--- config.mk ---
export PLATFORM = sky130hd
export DESIGN_NAME = fib_seq_engine
export DESIGN_NICKNAME = d
export VERILOG_FILES = /design/src/rtl/fib_pkg.sv /design/src/rtl/fib_seq_engine.sv
export SDC_FILE = /design/constraint.sdc
export NUM_CORES = 1
export LEC_CHECK = 0
export ABC_AREA = 1
export CAP_MARGIN = 40
export CORE_AREA = 3 3 119 121
export CTS_CLUSTER_SIZE = 28
export DETAILED_ROUTE_END_ITERATION = 8
export DIE_AREA = 0 0 122 124
export PLACE_DENSITY = 0.86
export SYNTH_ARGS = -nofsm -noshare
export SYNTH_HDL_FRONTEND = slang
export SYNTH_SLANG_ARGS = --single-unit
--- constraint.sdc ---
create_clock -name clock -period 3.6 [get_ports clock]
set_clock_uncertainty 0.05 [all_clocks]
set_input_delay 0.72 -clock clock [delete_from_list [all_inputs] [get_ports clock]]
set_output_delay 0.72 -clock clock [all_outputs]
set_load 0.02 [all_outputs]
--- src/rtl/fib_pkg.sv ---
// Shared types and constants for the iterative Fibonacci engine.
// The golden table gives a few known F(n) values for anyone checking the engine.
package fib_pkg;

  typedef enum logic [1:0] {IDLE, CALC, DONE} fib_state_e;

  localparam int FIB_WIDTH   = 32;
  localparam int FIB_N_WIDTH = 8;
  localparam int FIB_MAX_N   = 47;

  localparam int          FIB_GOLDEN_N [4] = '{1, 10, 46, 47};
  localparam logic [31:0] FIB_GOLDEN_Y [4] = '{32'd1, 32'd55, 32'd1836311903, 32'd2971215073};

endpackage

--- src/rtl/fib_seq_engine.sv ---
// Iterative Fibonacci generator: takes n over a valid/ready request channel, performs
// one addition per clock and returns F(n) over a valid/ready response channel.
module fib_seq_engine
  import fib_pkg::*;
#(
  parameter int WIDTH   = FIB_WIDTH,
  parameter int N_WIDTH = FIB_N_WIDTH,
  parameter int MAX_N   = FIB_MAX_N
) (
  input  logic               clock,
  input  logic               reset_n,
  input  logic               req_valid,
  output logic               req_ready,
  input  logic [N_WIDTH-1:0] req_n,
  output logic               rsp_valid,
  input  logic               rsp_ready,
  output logic [WIDTH-1:0]   rsp_y,
  output logic               rsp_ovf,
  output logic               busy,
  output logic [31:0]        rsp_count
);

  fib_state_e         state;
  fib_state_e         state_next;
  logic [WIDTH-1:0]   a;
  logic [WIDTH-1:0]   b;
  logic [WIDTH-1:0]   sum;
  logic [N_WIDTH-1:0] cnt;
  logic               accept;
  logic               short_req;

  assign sum       = a + b;
  assign req_ready = (state == IDLE);
  assign rsp_valid = (state == DONE);
  assign busy      = (state != IDLE);
  assign accept    = req_valid && req_ready;
  // Overflow and n<2 bypass the adder loop and answer in a single cycle.
  assign short_req = (req_n > N_WIDTH'(MAX_N)) || (req_n < N_WIDTH'(2));

  always_ff @(posedge clock or negedge reset_n) begin
    if (!reset_n) state <= IDLE;
    else          state <= state_next;
  end

  always_comb begin
    state_next = state;
    case (state)
      IDLE:    if (accept) state_next = short_req ? DONE : CALC;
      CALC:    if (cnt == N_WIDTH'(2)) state_next = DONE;
      DONE:    if (rsp_ready) state_next = IDLE;
      default: state_next = IDLE;
    endcase
  end

  // Invariant in CALC: after k steps a=F(k), b=F(k+1), cnt=n-k; so a+b at cnt==2 is F(n).
  always_ff @(posedge clock or negedge reset_n) begin
    if (!reset_n) begin
      a         <= '0;
      b         <= '0;
      cnt       <= '0;
      rsp_y     <= '0;
      rsp_ovf   <= 1'b0;
      rsp_count <= '0;
    end else begin
      case (state)
        IDLE: begin
          if (accept) begin
            if (req_n > N_WIDTH'(MAX_N)) begin
              rsp_y   <= '0;
              rsp_ovf <= 1'b1;
            end else if (req_n == '0) begin
              rsp_y   <= '0;
              rsp_ovf <= 1'b0;
            end else if (req_n == N_WIDTH'(1)) begin
              rsp_y   <= WIDTH'(1);
              rsp_ovf <= 1'b0;
            end else begin
              a       <= '0;
              b       <= WIDTH'(1);
              cnt     <= req_n;
              rsp_ovf <= 1'b0;
            end
          end
        end
        CALC: begin
          if (cnt == N_WIDTH'(2)) begin
            rsp_y <= sum;
          end else begin
            a   <= b;
            b   <= sum;
            cnt <= cnt - N_WIDTH'(1);
          end
        end
        DONE: begin
          if (rsp_ready) rsp_count <= rsp_count + 32'd1;
        end
        default: ;
      endcase
    end
  end

endmodule

==> flow_summary.html <==
<table>
<tr><th>Metric</th><th>Value</th></tr>
<tr><th colspan="2">Run status</th></tr>
<tr><td>Run status</td><td>finished clean</td></tr>
<tr><th colspan="2">Yosys</th></tr>
<tr><td>Average size of a mapped cell</td><td>between 7 and 8 um2</td></tr>
<tr><td>Count of distinct cell types in the synthesized netlist</td><td>39</td></tr>
<tr><td>Primary FF master, synth</td><td>sky130_fd_sc_hd__dfrtp_1</td></tr>
<tr><td>Flops &amp; latches, synth</td><td>around 140</td></tr>
<tr><td>Post-synth EDFFs</td><td>0</td></tr>
<tr><td>Synth top area cells</td><td>sky130_fd_sc_hd__dfrtp_1, sky130_fd_sc_hd__nand2_1, sky130_fd_sc_hd__inv_1</td></tr>
<tr><td>Biggest area consumer among synthesized cells</td><td>sky130_fd_sc_hd__dfrtp_1</td></tr>
<tr><td>Synth top area share</td><td>between 40% and 50%</td></tr>
<tr><td>Sequential share of the synthesized area</td><td>a little over two fifths</td></tr>
<tr><td>Synthesized net count</td><td>between 1000 and 1500</td></tr>
<tr><td>Synth warnings</td><td>0</td></tr>
<tr><td>Share of synthesized flip-flops with an asynchronous set or reset</td><td>100%</td></tr>
<tr><td>Cells after synthesis</td><td>between 1000 and 1500</td></tr>
<tr><td>Area of the mapped netlist</td><td>~8300 um2</td></tr>
<tr><th colspan="2">Setup path</th></tr>
<tr><td>Critical path endpoint category</td><td>output port</td></tr>
<tr><td>Type of element launching the critical path</td><td>flip-flop</td></tr>
<tr><td>CP required</td><td>between 2000 and 3000 ps</td></tr>
<tr><td>Stage delay of the slowest cell on the critical path</td><td>about 660 ps</td></tr>
<tr><td>Maximum fanout count along the critical path</td><td>4</td></tr>
<tr><td>Arrival time at the worst endpoint</td><td>roughly 1800 ps</td></tr>
<tr><td>Cell with the largest stage delay on the worst path</td><td>sky130_fd_sc_hd__clkdlybuf4s50_1</td></tr>
<tr><td>Worst setup path category</td><td>flip-flop to output port</td></tr>
<tr><td>Cells traversed along the worst timing path</td><td>nor2_1 -&gt; clkdlybuf4s50_1</td></tr>
<tr><th colspan="2">Finish</th></tr>
<tr><td># nets final</td><td>1265</td></tr>
<tr><td>Share of layout cells above drive strength 1</td><td>between 4 and 5%</td></tr>
<tr><td>Commonest cells after routing, fill and taps aside</td><td>sky130_fd_sc_hd__nand2_1, sky130_fd_sc_hd__inv_1, sky130_fd_sc_hd__dfrtp_1, sky130_fd_sc_hd__clkdlybuf4s50_1, sky130_fd_sc_hd__nor2_1</td></tr>
<tr><td>Leading cell type in the layout, fill and taps excluded</td><td>sky130_fd_sc_hd__nand2_1</td></tr>
<tr><td>Share of the core filled with cells</td><td>between 70% and 80%</td></tr>
<tr><td>Number of antenna diodes</td><td>0</td></tr>
<tr><td>Syn-to-layout area delta</td><td>18.0%</td></tr>
<tr><th colspan="2">Clock network</th></tr>
<tr><td>Postcts setup bufs</td><td>0</td></tr>
<tr><td>Resized Gates After CTS</td><td>0</td></tr>
<tr><td>Number of hold buffers added after cts</td><td>0</td></tr>
<tr><td>CTS tree</td><td>built</td></tr>
<tr><td>Longest Clk Path Bufs</td><td>2</td></tr>
<tr><td>Clock latency on the worst-skew pair</td><td>around 430 ps</td></tr>
<tr><td># H-tree levels</td><td>4</td></tr>
<tr><td>Clock slew seen by the registers of the worst setup and hold paths</td><td>about 60 ps</td></tr>
<tr><td>Clock Tree Root</td><td>sky130_fd_sc_hd__clkbuf_16</td></tr>
<tr><td>Clock sinks</td><td>139</td></tr>
<tr><td>Num CTS Buffers</td><td>17</td></tr>
<tr><th colspan="2">Die</th></tr>
<tr><td>Number of standard-cell rows in the floorplan</td><td>42</td></tr>
<tr><td>Overall die area</td><td>15100 um2</td></tr>
<tr><td>Horizontal extent of the die</td><td>between 100 and 150 um</td></tr>
<tr><td>Total I/O pin count</td><td>80</td></tr>
<tr><td>Die Span Y</td><td>approximately 120 um</td></tr>
<tr><td>Core Region</td><td>13200 um2</td></tr>
<tr><td>Starting utilization of the core area</td><td>62.7%</td></tr>
<tr><th colspan="2">Global routing</th></tr>
<tr><td>First-pass GRT wire length</td><td>about 33 mm</td></tr>
<tr><td>Pin count of the biggest net entering global routing</td><td>94</td></tr>
<tr><td>Number of global-route vias before repair</td><td>roughly 7000</td></tr>
<tr><td>Gr busiest metal</td><td>met2</td></tr>
<tr><td>Number of antenna violations at the first check in global routing</td><td>0</td></tr>
<tr><td>Met3 Track Usage GR</td><td>under 10%</td></tr>
<tr><td>Fraction of met2 tracks used by global routing</td><td>45.0%</td></tr>
<tr><td>GRT overflow</td><td>0</td></tr>
<tr><td>Overall routing resource usage</td><td>a little over a quarter</td></tr>
<tr><td>Global-route met1 utilization</td><td>35.5%</td></tr>
<tr><th colspan="2">STA</th></tr>
<tr><td>Worst slew margin relative to its limit</td><td>between 40% and 50%</td></tr>
<tr><td>Final Hold Viols</td><td>0</td></tr>
<tr><td>Slew @ Worst Pin</td><td>about 780 ps</td></tr>
<tr><td>Final setup viols</td><td>0</td></tr>
<tr><td>Achievable Freq</td><td>approximately 400 MHz</td></tr>
<tr><td>Time the worst path needs with I/O delays and setup</td><td>2570 ps</td></tr>
<tr><td>Slew Limit Fails</td><td>0</td></tr>
<tr><td>Total negative setup slack</td><td>0 ps</td></tr>
<tr><td>RSZ-0062 raised after global routing</td><td>no</td></tr>
<tr><td>Share of the clock period used by the worst path after layout</td><td>between 70% and 80%</td></tr>
<tr><td>Hold Slack</td><td>between 200 and 250 ps</td></tr>
<tr><th colspan="2">Route</th></tr>
<tr><td>Average via count per standard cell</td><td>~5.3</td></tr>
<tr><td>Post-Route WL</td><td>between 15 and 20 mm</td></tr>
<tr><td>Vias after detailed routing</td><td>between 7000 and 8000</td></tr>
<tr><td>WL/cell</td><td>roughly 14 um</td></tr>
<tr><td>Starting DRT DRC Count</td><td>585</td></tr>
<tr><td>First-pass detailed-route iteration total</td><td>6</td></tr>
<tr><td>Remaining routing DRC violations</td><td>0</td></tr>
<tr><td>Remaining antenna violation count</td><td>0</td></tr>
<tr><th colspan="2">Hold path</th></tr>
<tr><td>Hold Crit Class</td><td>primary input to async pin</td></tr>
<tr><th colspan="2">Place</th></tr>
<tr><td>IO Port Bufs</td><td>79</td></tr>
<tr><td>Detailed-placement wirelength estimate</td><td>between 10 and 15 mm</td></tr>
<tr><td>Global placement routability congestion</td><td>1.01</td></tr>
<tr><th colspan="2">Power and ir drop</th></tr>
<tr><td>PwrDens</td><td>479 nW/um2</td></tr>
<tr><td>Static leakage power</td><td>about 5 nW</td></tr>
<tr><td>IR drop worst, VDD</td><td>around 0.00084 V</td></tr>
<tr><th colspan="2">Job</th></tr>
<tr><td>Total of max-cap violations</td><td>0</td></tr>
</table>
cell families after synthesis:
family                   share of synthesized area, %
buffers and inverters                            9.23
AO/OA/AOI/OAI                                    8.93
XOR/XNOR                                         3.50
flip-flops                                       42.1
adder cells (fa/ha/maj)                          5.39
AND/OR/NAND/NOR                                  30.9
synthesized netlist by cell type (2+ instances only):
cell type / instances
sky130_fd_sc_hd__inv_2: 6
sky130_fd_sc_hd__ha_1: 34
sky130_fd_sc_hd__nor2_4: 6
sky130_fd_sc_hd__o31ai_1: 3
sky130_fd_sc_hd__nor3_2: 2
sky130_fd_sc_hd__o21ai_1: 37
sky130_fd_sc_hd__a21oi_1: 38
sky130_fd_sc_hd__buf_6: 5
sky130_fd_sc_hd__nand2_1: 431
sky130_fd_sc_hd__buf_2: 16
sky130_fd_sc_hd__xnor2_1: 15
sky130_fd_sc_hd__clkinv_1: 2
sky130_fd_sc_hd__clkbuf_1: 8
sky130_fd_sc_hd__o21ai_0: 53
sky130_fd_sc_hd__nand3b_1: 2
sky130_fd_sc_hd__nor2_1: 69
sky130_fd_sc_hd__a31oi_1: 3
sky130_fd_sc_hd__o21bai_1: 2
sky130_fd_sc_hd__xor2_1: 18
sky130_fd_sc_hd__inv_1: 150
sky130_fd_sc_hd__nor3_1: 9
sky130_fd_sc_hd__nand4_1: 27
sky130_fd_sc_hd__dfrtp_1: 139
sky130_fd_sc_hd__nand3_2: 2
sky130_fd_sc_hd__nand3_1: 53
critical path, delay by kind of cell, from the launching register on:
family / cells / cell delay (ps)
and+or+nand+nor: 1 / 260
buffers and inverters: 1 / 660
DFF: 1 / 460
final timing paths:
path	startpoint	endpoint	slack, ps	cells after the start
setup / recovery	state[1]	req_ready	1030	2
hold / removal	reset_n	rsp_y[16]	210	2
setup reg to reg	state[0]	state[1]	1250	7
hold reg to reg	rsp_y[1]	rsp_y[1]	420	2
max in group asynchronous	reset_n	rsp_y[31]	2850	2
min in group clock	rsp_y[1]	rsp_y[1]	420	2
metrics by stage:
stage	instance area, um2	worst slack [ps]	total power, W	instances
3_5_place_dp	9200	766	0.00302	1375
4_1_cts	9760	1010	0.00469	1405
6_report	9760	1030	0.00467	1405
2_1_floorplan	8270	1660	0.00272	1144
3_3_place_gp	9170	886	0.00298	1374
5_1_grt	9760	976	0.00491	1405
sequential cells by signal, summed over array words and instances (netlist names):
register	count
a	32
rsp_count	32
cnt	8
state	2
b	32
rsp_y	32
rsp_ovf	1
where the power goes:
group          switching (W)  internal, W  leakage, nW
registers           0.000103      0.00167         1.88
clock network       0.000666      0.00101        0.260
logic               0.000890     0.000335         2.99
total                0.00166      0.00302         5.13
area by class of cell:
class / count / area (um2)
Fill cell: 997 / 3430
Clock inverter: 12 / 126
Inverter: 158 / 593
Clock buffer: 18 / 429
Sequential cell: 139 / 3480
Timing Repair Buffer: 85 / 870
Multi-Input combinational cell: 817 / 4040
Tap cell: 176 / 220
metal layers:
layer,share of wire [%],wire [um],up-vias
li1,-,-,3744
met1,45,8710,3417
met2,49,9440,199
met3,5.0,969,26
met4,1.7,335,0
met5,0,0,-
(Power assumes the default switching activity.)
